`config.mk`:
```
export PLATFORM = sky130hd
export DESIGN_NAME = cam_xclk_ctrl
export DESIGN_NICKNAME = d
export VERILOG_FILES = /design/src/rtl/cam_xclk_ctrl.sv
export SDC_FILE = /design/constraint.sdc
export NUM_CORES = 1
export LEC_CHECK = 0
export CAP_MARGIN = 15
export CORE_MARGIN = 2
export CORE_UTILIZATION = 57
export DETAILED_ROUTE_END_ITERATION = 10
export PLACE_DENSITY = 0.79
export REMOVE_ABC_BUFFERS = 1
export SYNTH_ARGS = -nofsm -noshare
export SYNTH_HDL_FRONTEND = slang
export SYNTH_SLANG_ARGS = --single-unit
```
`constraint.sdc`:
```
create_clock -name clk -period 3.1 [get_ports clk]
set_input_delay 0.775 -clock clk [delete_from_list [all_inputs] [get_ports clk]]
set_output_delay 0.775 -clock clk [all_outputs]
set_load 0.005 [all_outputs]
```
`src/rtl/cam_xclk_ctrl.sv`:
```
// rtl/cam_xclk_ctrl.sv - sensor XCLK divider and power/reset sequencer; runtime divide under XCLK_DIV_RUNTIME_EN
module cam_xclk_ctrl #(
    parameter int DIV_HALF = 2,
    parameter int T_PWR    = 16,
    parameter int T_CLK    = 8,
    parameter int T_RST    = 32,
    parameter int CNT_W    = 16
) (
    input  logic       clk,
    input  logic       rst_n,
    input  logic       start,
    input  logic       stop,
    input  logic [7:0] div_half,
    output logic       xclk,
    output logic       cam_pwdn,
    output logic       cam_rst_n,
    output logic       ready,
    output logic       busy
);
    typedef enum logic [2:0] {S_OFF, S_PWR, S_CLK, S_RST, S_ON, S_STOP} state_t;

    state_t           r_state;
    logic             r_start;
    logic             r_stop;
    logic             r_clk_done;
    logic [CNT_W-1:0] r_cnt;
    logic [7:0]       r_div;
    logic             r_xclk;
    logic             r_pwdn;
    logic             r_cam_rst_n;
    logic             r_ready;
    logic             r_busy;
    logic [7:0]       w_h;
    logic             w_div_tick;
    logic             w_rise;
    logic             w_run;
    logic             w_accept;

    assign w_accept = (r_state == S_OFF) && r_start && !r_stop;

`ifdef XCLK_DIV_RUNTIME_EN
    logic [7:0] r_h;
    always_ff @(posedge clk or negedge rst_n) begin
        if (!rst_n)
            r_h <= 8'(DIV_HALF);
        else if (w_accept)
            r_h <= div_half;
    end
    assign w_h = r_h;
`else
    localparam logic [7:0] LP_H = 8'(DIV_HALF);
    logic w_unused_div;
    assign w_unused_div = ^div_half;
    assign w_h = LP_H;
`endif

    assign w_div_tick = (r_div == w_h);
    assign w_rise     = w_div_tick && !r_xclk;
    // In STOP the divider only runs to finish a high phase, so xclk never gets a runt pulse.
    assign w_run      = (r_state == S_CLK) || (r_state == S_RST) || (r_state == S_ON) ||
                        ((r_state == S_STOP) && r_xclk);

    always_ff @(posedge clk or negedge rst_n) begin
        if (!rst_n) begin
            r_div  <= 8'd0;
            r_xclk <= 1'b0;
        end else if (w_run) begin
            if (w_div_tick) begin
                r_div  <= 8'd0;
                r_xclk <= ~r_xclk;
            end else begin
                r_div <= r_div + 8'd1;
            end
        end else begin
            r_div  <= 8'd0;
            r_xclk <= 1'b0;
        end
    end

    always_ff @(posedge clk or negedge rst_n) begin
        if (!rst_n) begin
            r_state     <= S_OFF;
            r_start     <= 1'b0;
            r_stop      <= 1'b0;
            r_clk_done  <= 1'b0;
            r_cnt       <= '0;
            r_pwdn      <= 1'b1;
            r_cam_rst_n <= 1'b0;
            r_ready     <= 1'b0;
            r_busy      <= 1'b0;
        end else begin
            r_start <= start;
            r_stop  <= stop;
            case (r_state)
                S_OFF: begin
                    r_cnt      <= '0;
                    r_clk_done <= 1'b0;
                    if (w_accept) begin
                        r_state <= S_PWR;
                        r_pwdn  <= 1'b0;
                        r_busy  <= 1'b1;
                    end
                end
                S_PWR: begin
                    if (r_stop) begin
                        r_state <= S_STOP;
                    end else if (r_cnt == CNT_W'(T_PWR - 1)) begin
                        r_state <= S_CLK;
                        r_cnt   <= '0;
                    end else begin
                        r_cnt <= r_cnt + CNT_W'(1);
                    end
                end
                S_CLK: begin
                    // The T_CLK-th rise is flagged, and reset is released one edge later.
                    if (r_stop) begin
                        r_state <= S_STOP;
                    end else if (r_clk_done) begin
                        r_state     <= S_RST;
                        r_cam_rst_n <= 1'b1;
                        r_cnt       <= '0;
                        r_clk_done  <= 1'b0;
                    end else if (w_rise) begin
                        if (r_cnt == CNT_W'(T_CLK - 1))
                            r_clk_done <= 1'b1;
                        else
                            r_cnt <= r_cnt + CNT_W'(1);
                    end
                end
                S_RST: begin
                    if (r_stop) begin
                        r_state     <= S_STOP;
                        r_cam_rst_n <= 1'b0;
                    end else if (r_cnt == CNT_W'(T_RST - 1)) begin
                        r_state <= S_ON;
                        r_ready <= 1'b1;
                    end else begin
                        r_cnt <= r_cnt + CNT_W'(1);
                    end
                end
                S_ON: begin
                    if (r_stop) begin
                        r_state     <= S_STOP;
                        r_ready     <= 1'b0;
                        r_cam_rst_n <= 1'b0;
                    end
                end
                S_STOP: begin
                    if (!r_xclk) begin
                        r_state <= S_OFF;
                        r_pwdn  <= 1'b1;
                        r_busy  <= 1'b0;
                        r_cnt   <= '0;
                    end
                end
                default: begin
                    r_state     <= S_OFF;
                    r_pwdn      <= 1'b1;
                    r_cam_rst_n <= 1'b0;
                    r_ready     <= 1'b0;
                    r_busy      <= 1'b0;
                end
            endcase
        end
    end

    assign xclk      = r_xclk;
    assign cam_pwdn  = r_pwdn;
    assign cam_rst_n = r_cam_rst_n;
    assign ready     = r_ready;
    assign busy      = r_busy;
endmodule

```
==> results of run 1 <==
[layer usage]
| layer | GRT usage | share of wire | vias up |
|---|---|---|---|
| met2 | 0.3949 | 0.49 | 29 |
| met5 | 0 | 0 | - |
| met4 | 0.1060 | 0.022 | 0 |
| li1 | - | - | 828 |
| met1 | 0.2992 | 0.45 | 845 |
| met3 | 0.04286 | 0.029 | 8 |
[stage by stage]
stage          area [µm²]  setup WS, ps  hold slack, ps
3_5_place_dp         2132         575.6           478.8
5_1_grt              2201         445.8           516.1
6_report             2201         552.3           488.6
4_1_cts              2201         554.4           493.7
3_3_place_gp         2132         606.5           456.4
2_1_floorplan        1949         659.6           457.1
[synthesized netlist by cell type, types with 3 or more instances]
library cell,number,area share
nand2b_1,3,0.0094
clkbuf_1,9,0.017
nor2b_1,3,0.0094
or3_1,3,0.0094
a221o_1,7,0.035
or4_1,4,0.015
a22o_1,3,0.013
a211o_1,3,0.013
a211oi_1,3,0.011
o21ai_0,6,0.015
inv_1,7,0.013
nor4_1,5,0.016
a21oi_1,15,0.037
xor2_1,5,0.022
ha_1,3,0.019
dfrtp_1,34,0.43
nand3_1,13,0.032
and3_1,12,0.037
nor3_1,3,0.0075
nand2_1,15,0.028
a21o_1,3,0.011
nor2_1,27,0.051
[power groups by stage]
stage / clock (µW) / combinational (µW) / sequential [µW]
after detailed placement: 0 / 461 / 609
after global routing: 314 / 508 / 620
after global placement: 0 / 443 / 605
after CTS: 301 / 462 / 600
final: 294 / 466 / 605
after floorplan: 0 / 305 / 588
[cells by family after synthesis]
group / after synthesis / synth area share
fa+ha+maj: 3 / 0.01875
simple gates: 101 / 0.2775
mux: 1 / 0.005625
compound gates: 54 / 0.1900
flops: 35 / 0.4381
buf+inv: 18 / 0.03938
xor+xnor: 7 / 0.03063
[tightest hold or removal path: stages (launching register included)]
cell	delay, ps
dfstp_2	390
inv_1	50
a21oi_1	50
[area by class of cell]
cell class              instances  area (µm²)  area share
well taps                      46       57.56     0.02615
clock buffers                   8       68.82     0.03127
repair buffers                 14       125.1     0.05685
multi-input cells             166        1046      0.4753
flip-flops and latches         35       877.1      0.3985
inverters                       7       26.28     0.01194
[sequential cells by signal (all words and copies together) (netlist names)]
signal and count:
busy 1, cam_pwdn 1, r_cnt 16, r_stop 1
r_state 3, r_clk_done 1, r_div 8, r_start 1
ready 1, cam_rst_n 1, xclk 1
[how the worst max path moves through the flow]
stage | from | end | slack, ps
6_report | r_cnt[12] | r_cnt[9] | 550
5_1_grt | r_div[0] | r_cnt[5] | 450
4_1_cts | r_cnt[12] | r_cnt[9] | 550
3_5_place_dp | r_div[0] | r_cnt[8] | 580
3_3_place_gp | r_cnt[12] | r_cnt[9] | 610
2_1_floorplan | r_div[0] | r_cnt[9] | 660
==> impl_metrics.env, run 1 <==
export IMPL_run_status="finished, final reports clean"
export IMPL_cp_cell_sequence="or4_4 > or4_4 > nor3b_4 > nor3_2 > buf_4 > a221o_1"
export IMPL_max_cap_viol_count=0
export IMPL_rsz0062_at_grt="no"
export IMPL_power_frac_clock=0.216
export IMPL_vias=1710
export IMPL_finalClockSkew_ps=6.902
export IMPL_crit_path_start_kind="flop"
export IMPL_timing_critical_path_fanout_max=7
export IMPL_final_common_cell="dfrtp_1"
export IMPL_cts_tree="yes"
export IMPL_layout_cell_share_with_drive_strength_beyond_1=0.1000
export IMPL_count_of_unique_library_cells_instantiated_by_yosys=47
export IMPL_route_detailed_wl_per_inst_um=15.27
export IMPL_global_route_wire_length_before_repair_um=7472
export IMPL_root_buffer_selected_by_cts="clkbuf_4"
export IMPL_hpwlAfterDp_um=2886
export IMPL_final_max_slew_violation_count=0
export IMPL_floorplan_core_area_um2=3363
export IMPL_synth_sequential_area_ratio=0.4381
export IMPL_numPlacedInstances=268
export IMPL_postSynthRegisterBits=35
export IMPL_power_density_cell_area_nw_per_um2=620.5
export IMPL_detailed_router_iteration_count_before_antenna_repair=4
export IMPL_post_cts_resized_instances=0
export IMPL_layout_stage_area_growth_over_the_synthesis_result_pct=9.937
export IMPL_worst_r2r_setup_slack_ps=550
export IMPL_timing_hold_worst_class="flop to flop"
export IMPL_endpoint_kind="flop"
export IMPL_fmaxAchievable_mhz=392.5
export IMPL_timing_worst_slew_pin_value_ps=986.4
export IMPL_timing_hold_worst_start="cam_pwdn"
export IMPL_floorplan_io_pins=17
export IMPL_report_final_setup_viol=0
export IMPL_intPower_uw=842.5
export IMPL_crit_reg2reg_capture="r_cnt[9]"
export IMPL_dieArea_um2=4002
export IMPL_fillers=298
export IMPL_slowest_stage="or4_4"
export IMPL_number_of_antenna_violations_at_the_first_check_in_global_routing=0
export IMPL_timing_critical_path_required_ps=3360
export IMPL_largest_net_degree_at_the_start_of_global_routing=36
export IMPL_die_w_um=63.27
export IMPL_initial_core_util=0.5952
export IMPL_max_slew_margin=0.3424
export IMPL_min_period_ps=2548
export IMPL_worst_path_most_repeated_cell="or4_4"
export IMPL_ctsHtreeMaxLevel=2
export IMPL_final_period_utilization=0.8219
export IMPL_die_height_um=63.27
export IMPL_netlist_area_um2=2002
export IMPL_buffer_ports_inserted=8
export IMPL_ys_dominant_reg_cell="dfrtp_1"
export IMPL_clkTransAtPathRegs_ps=110
export IMPL_p_sw_frac=0.3831
export IMPL_clock_insertion_delay_worst_skew_ps=360
export IMPL_pwr_share_comb=0.341
export IMPL_syn_area_per_cell_um2=9.141
export IMPL_cts_hold_buffers=0
export IMPL_synthArstFlopShare=1.000
export IMPL_slowest_cell_delay_on_critical_path_ps=580
export IMPL_detail_route_antenna_nets=0
export IMPL_total_track_usage=0.2363
export IMPL_drt_initial_drc_count=168
export IMPL_rr_worst_depth=6
export IMPL_fin_nets=244
export IMPL_most_common_layout_cells="34 x dfrtp_1, 27 x nor2_1, 15 x a21oi_1, 15 x nand2_1, 13 x nand3_1"
export IMPL_criticalPathCategory="flop to flop"
export IMPL_via_count_of_the_first_global_routing_pass=1648
export IMPL_grt_overflow=0
export IMPL_netSwitchingPower_uw=523.2
export IMPL_holdPathStages=2
export IMPL_drc_markers=0
export IMPL_cts_root_to_sink_buffers=2
export IMPL_routed_wl_um=4215
export IMPL_worst_ep_arrival_time_ps=2800
export IMPL_number_of_enable_type_register_cells_in_the_synthesized_netlist=0
export IMPL_critPathTopFamily="simple AND/OR/NAND/NOR gates"
export IMPL_hold_viol_final=0
export IMPL_number_of_buffers_inserted_by_post_cts_setup_repair=0
export IMPL_tritoncts_num_buffers=5
export IMPL_worst_path_stages=6
export IMPL_leak_pwr_uw=0.001005
export IMPL_clock_sink_count=35
export IMPL_power_ir_vdd_worst_mv=0.4578
export IMPL_vias_per_cell=6.196
export IMPL_globalplace_congestion=0.7842
export IMPL_seq_power_share=0.443
export IMPL_power_uw=1366
export IMPL_reg2reg_from="r_cnt[12]"
export IMPL_synth_warning_count=0
export IMPL_min_delay_worst_endpoint="cam_pwdn"
export IMPL_setup_tns_final_ps=0
export IMPL_num_antenna_cells=0
export IMPL_rows=21
export IMPL_final_instance_count_excl_fill=276
export IMPL_synthesis_instances=219
export IMPL_path_buf_inv=1
export IMPL_layout_core_utilization=0.6544
No activity file was read; power rests on OpenSTA's default activity.
==> run 2: changes to the inputs <==
==> constraint.sdc (replaced) <==
create_clock -name clk -period 2.6 [get_ports clk]
set_input_delay 0.65 -clock clk [delete_from_list [all_inputs] [get_ports clk]]
set_output_delay 0.65 -clock clk [all_outputs]
set_load 0.005 [all_outputs]
==> run 2 against run 1 <==
  * Worst hold slack got worse by 0.70 ps
  * Cell count increased by 0.72%
  * Critical path depth unchanged
  * Final area increased by 1.6%
  * Wire length increased by 2.3%
  * Die area unchanged
  * Non-clock buffer count increased by 2
  * First-iteration DRC count decreased by 8.9%
  * Highest routed layer unchanged
==> impl_metrics.env, run 2 (synthesized netlist as in run 1, its figures left out) <==
export IMPL_hpwlAfterDp_um=2969
export IMPL_largest_register_ffs=16
export IMPL_number_of_buffers_inserted_by_post_cts_setup_repair=0
export IMPL_most_common_layout_cells="34 x dfrtp_1, 27 x nor2_1, 15 x a21oi_1, 15 x nand2_1, 13 x nand3_1"
export IMPL_routed_wl_um=4310
export IMPL_drc_markers=0
export IMPL_largest_register="r_cnt"
export IMPL_grt_overflow=0
export IMPL_criticalPathCategory="flop to flop"
export IMPL_largest_net_degree_at_the_start_of_global_routing=36
export IMPL_fin_nets=246
export IMPL_power_uw=1706
export IMPL_ctsHtreeMaxLevel=2
export IMPL_max_cap_viol_count=0
export IMPL_slowest_cell_delay_on_critical_path_ps=600
export IMPL_clkTransAtPathRegs_ps=110
export IMPL_endpoint_kind="flop"
export IMPL_die_w_um=63.27
export IMPL_worst_ep_arrival_time_ps=2680
export IMPL_timing_critical_path_fanout_max=12
export IMPL_total_track_usage=0.2420
export IMPL_cp_cell_sequence="or4_1 > or4_4 > nor3b_4 > nor3_2 > buf_4 > a221o_1"
export IMPL_final_common_cell="dfrtp_1"
export IMPL_global_route_wire_length_before_repair_um=7714
export IMPL_via_count_of_the_first_global_routing_pass=1695
export IMPL_vias=1731
export IMPL_critPathTopFamily="simple AND/OR/NAND/NOR gates"
export IMPL_route_detailed_wl_per_inst_um=15.50
export IMPL_slowest_stage="or4_1"
export IMPL_tritoncts_num_buffers=5
export IMPL_crit_path_start_kind="flop"
export IMPL_globalplace_congestion=0.8788
export IMPL_path_buf_inv=1
export IMPL_biggestRegsByFlops="r_cnt x16, r_div x8, r_state x3"
export IMPL_hold_viol_final=0
export IMPL_detailed_router_iteration_count_before_antenna_repair=4
export IMPL_floorplan_io_pins=17
export IMPL_layout_cell_share_with_drive_strength_beyond_1=0.1121
export IMPL_number_of_antenna_violations_at_the_first_check_in_global_routing=0
export IMPL_num_antenna_cells=0
export IMPL_clock_sink_count=35
export IMPL_clock_insertion_delay_worst_skew_ps=350
export IMPL_setup_tns_final_ps=0
export IMPL_dieArea_um2=4002
export IMPL_floorplan_core_area_um2=3363
export IMPL_timing_hold_worst_class="flop to flop"
export IMPL_vias_per_cell=6.227
export IMPL_power_density_cell_area_nw_per_um2=763.2
export IMPL_fmaxAchievable_mhz=410.5
export IMPL_final_period_utilization=0.9369
export IMPL_die_height_um=63.27
export IMPL_cts_tree="yes"
export IMPL_fillers=305
export IMPL_initial_core_util=0.5952
export IMPL_detail_route_antenna_nets=0
export IMPL_drt_initial_drc_count=153
export IMPL_buffer_ports_inserted=8
export IMPL_leak_pwr_uw=0.001024
export IMPL_cts_hold_buffers=0
export IMPL_root_buffer_selected_by_cts="clkbuf_4"
export IMPL_min_period_ps=2436
export IMPL_final_max_slew_violation_count=0
export IMPL_run_status="finished, final reports clean"
export IMPL_report_final_setup_viol=0
export IMPL_rsz0062_at_grt="no"
export IMPL_finalClockSkew_ps=9.302
export IMPL_timing_critical_path_required_ps=2840
export IMPL_timing_worst_slew_pin_value_ps=984.5
export IMPL_power_ir_vdd_worst_mv=0.4661
export IMPL_rows=21
export IMPL_layout_stage_area_growth_over_the_synthesis_result_pct=11.69
export IMPL_max_slew_margin=0.3437
export IMPL_cts_root_to_sink_buffers=2
## run 2: layout make-up
cell class                      instances  area (µm²)  share of cell area
Clock inverter                          2       35.03             0.01567
Clock buffer                            6       51.30             0.02294
Multi-Input combinational cell        166        1049              0.4689
Tap cell                               46       57.56             0.02574
Inverter                                7       26.28             0.01175
Timing Repair Buffer                   16       140.1             0.06267
Sequential cell                        35       877.1              0.3923
## run 2: worst register-to-register path, cell delays in order (launching register included)
cell,delay [ps]
dfrtp_1,440
or4_1,600
or4_4,530
nor3b_4,220
nor3_2,50
buf_4,180
a221o_1,310
## run 2: worst paths after layout
kind,start,endpoint,cells past startpoint,slack (ps)
max,r_cnt[11],r_cnt[7],6,160
min,cam_pwdn,cam_pwdn,2,490
max reg2reg,r_cnt[11],r_cnt[7],6,160
min reg2reg,cam_pwdn,cam_pwdn,2,490
max in group asynchronous,rst_n,cam_pwdn,2,1560
min in group asynchronous,rst_n,xclk,2,710
## run 2: per-layer routing
layer	routed length, µm	up-vias	GRT usage
li1	-	835	-
met4	74	0	0.1196
met5	0	-	0
met1	1900	845	0.3041
met2	2163	43	0.4016
met3	171	8	0.04464
## run 2: report_power, final
part | total, µW | internal, µW | switching, µW
registers | 699 | 606 | 92.5
logic | 583 | 244 | 339
clock network | 425 | 227 | 198
## run 2: timing repair
| action | in CTS | in global routing |
|---|---|---|
| setup endpoints to repair | 0 | 6 |
| hold endpoints to repair | 0 | 0 |
| resized for setup | 0 | 1 |
## run 2: metrics by stage
step                        util  setup WS (ps)  cell area (µm²)  instances  hold WS, ps
after floorplan                -          159.6             1949        208        354.4
after global placement    0.6384          176.4             2147        270        458.8
after detailed placement  0.6384          133.3             2147        270        476.9
after CTS                 0.6641          98.73             2233        278        492.9
after global routing      0.6648          54.70             2236        278        511.0
final                     0.6648          164.0             2236        278        487.9
==> run 3: changes to the inputs <==
--- a/config.mk
+++ b/config.mk
@@ -8,6 +8,7 @@
 export CAP_MARGIN = 15
 export CORE_MARGIN = 2
 export CORE_UTILIZATION = 57
+export CTS_CLUSTER_DIAMETER = 60
 export DETAILED_ROUTE_END_ITERATION = 10
 export PLACE_DENSITY = 0.79
 export REMOVE_ABC_BUFFERS = 1
==> results of run 3 <==
The final DEF is identical to that of run 2; final timing and power are the same.
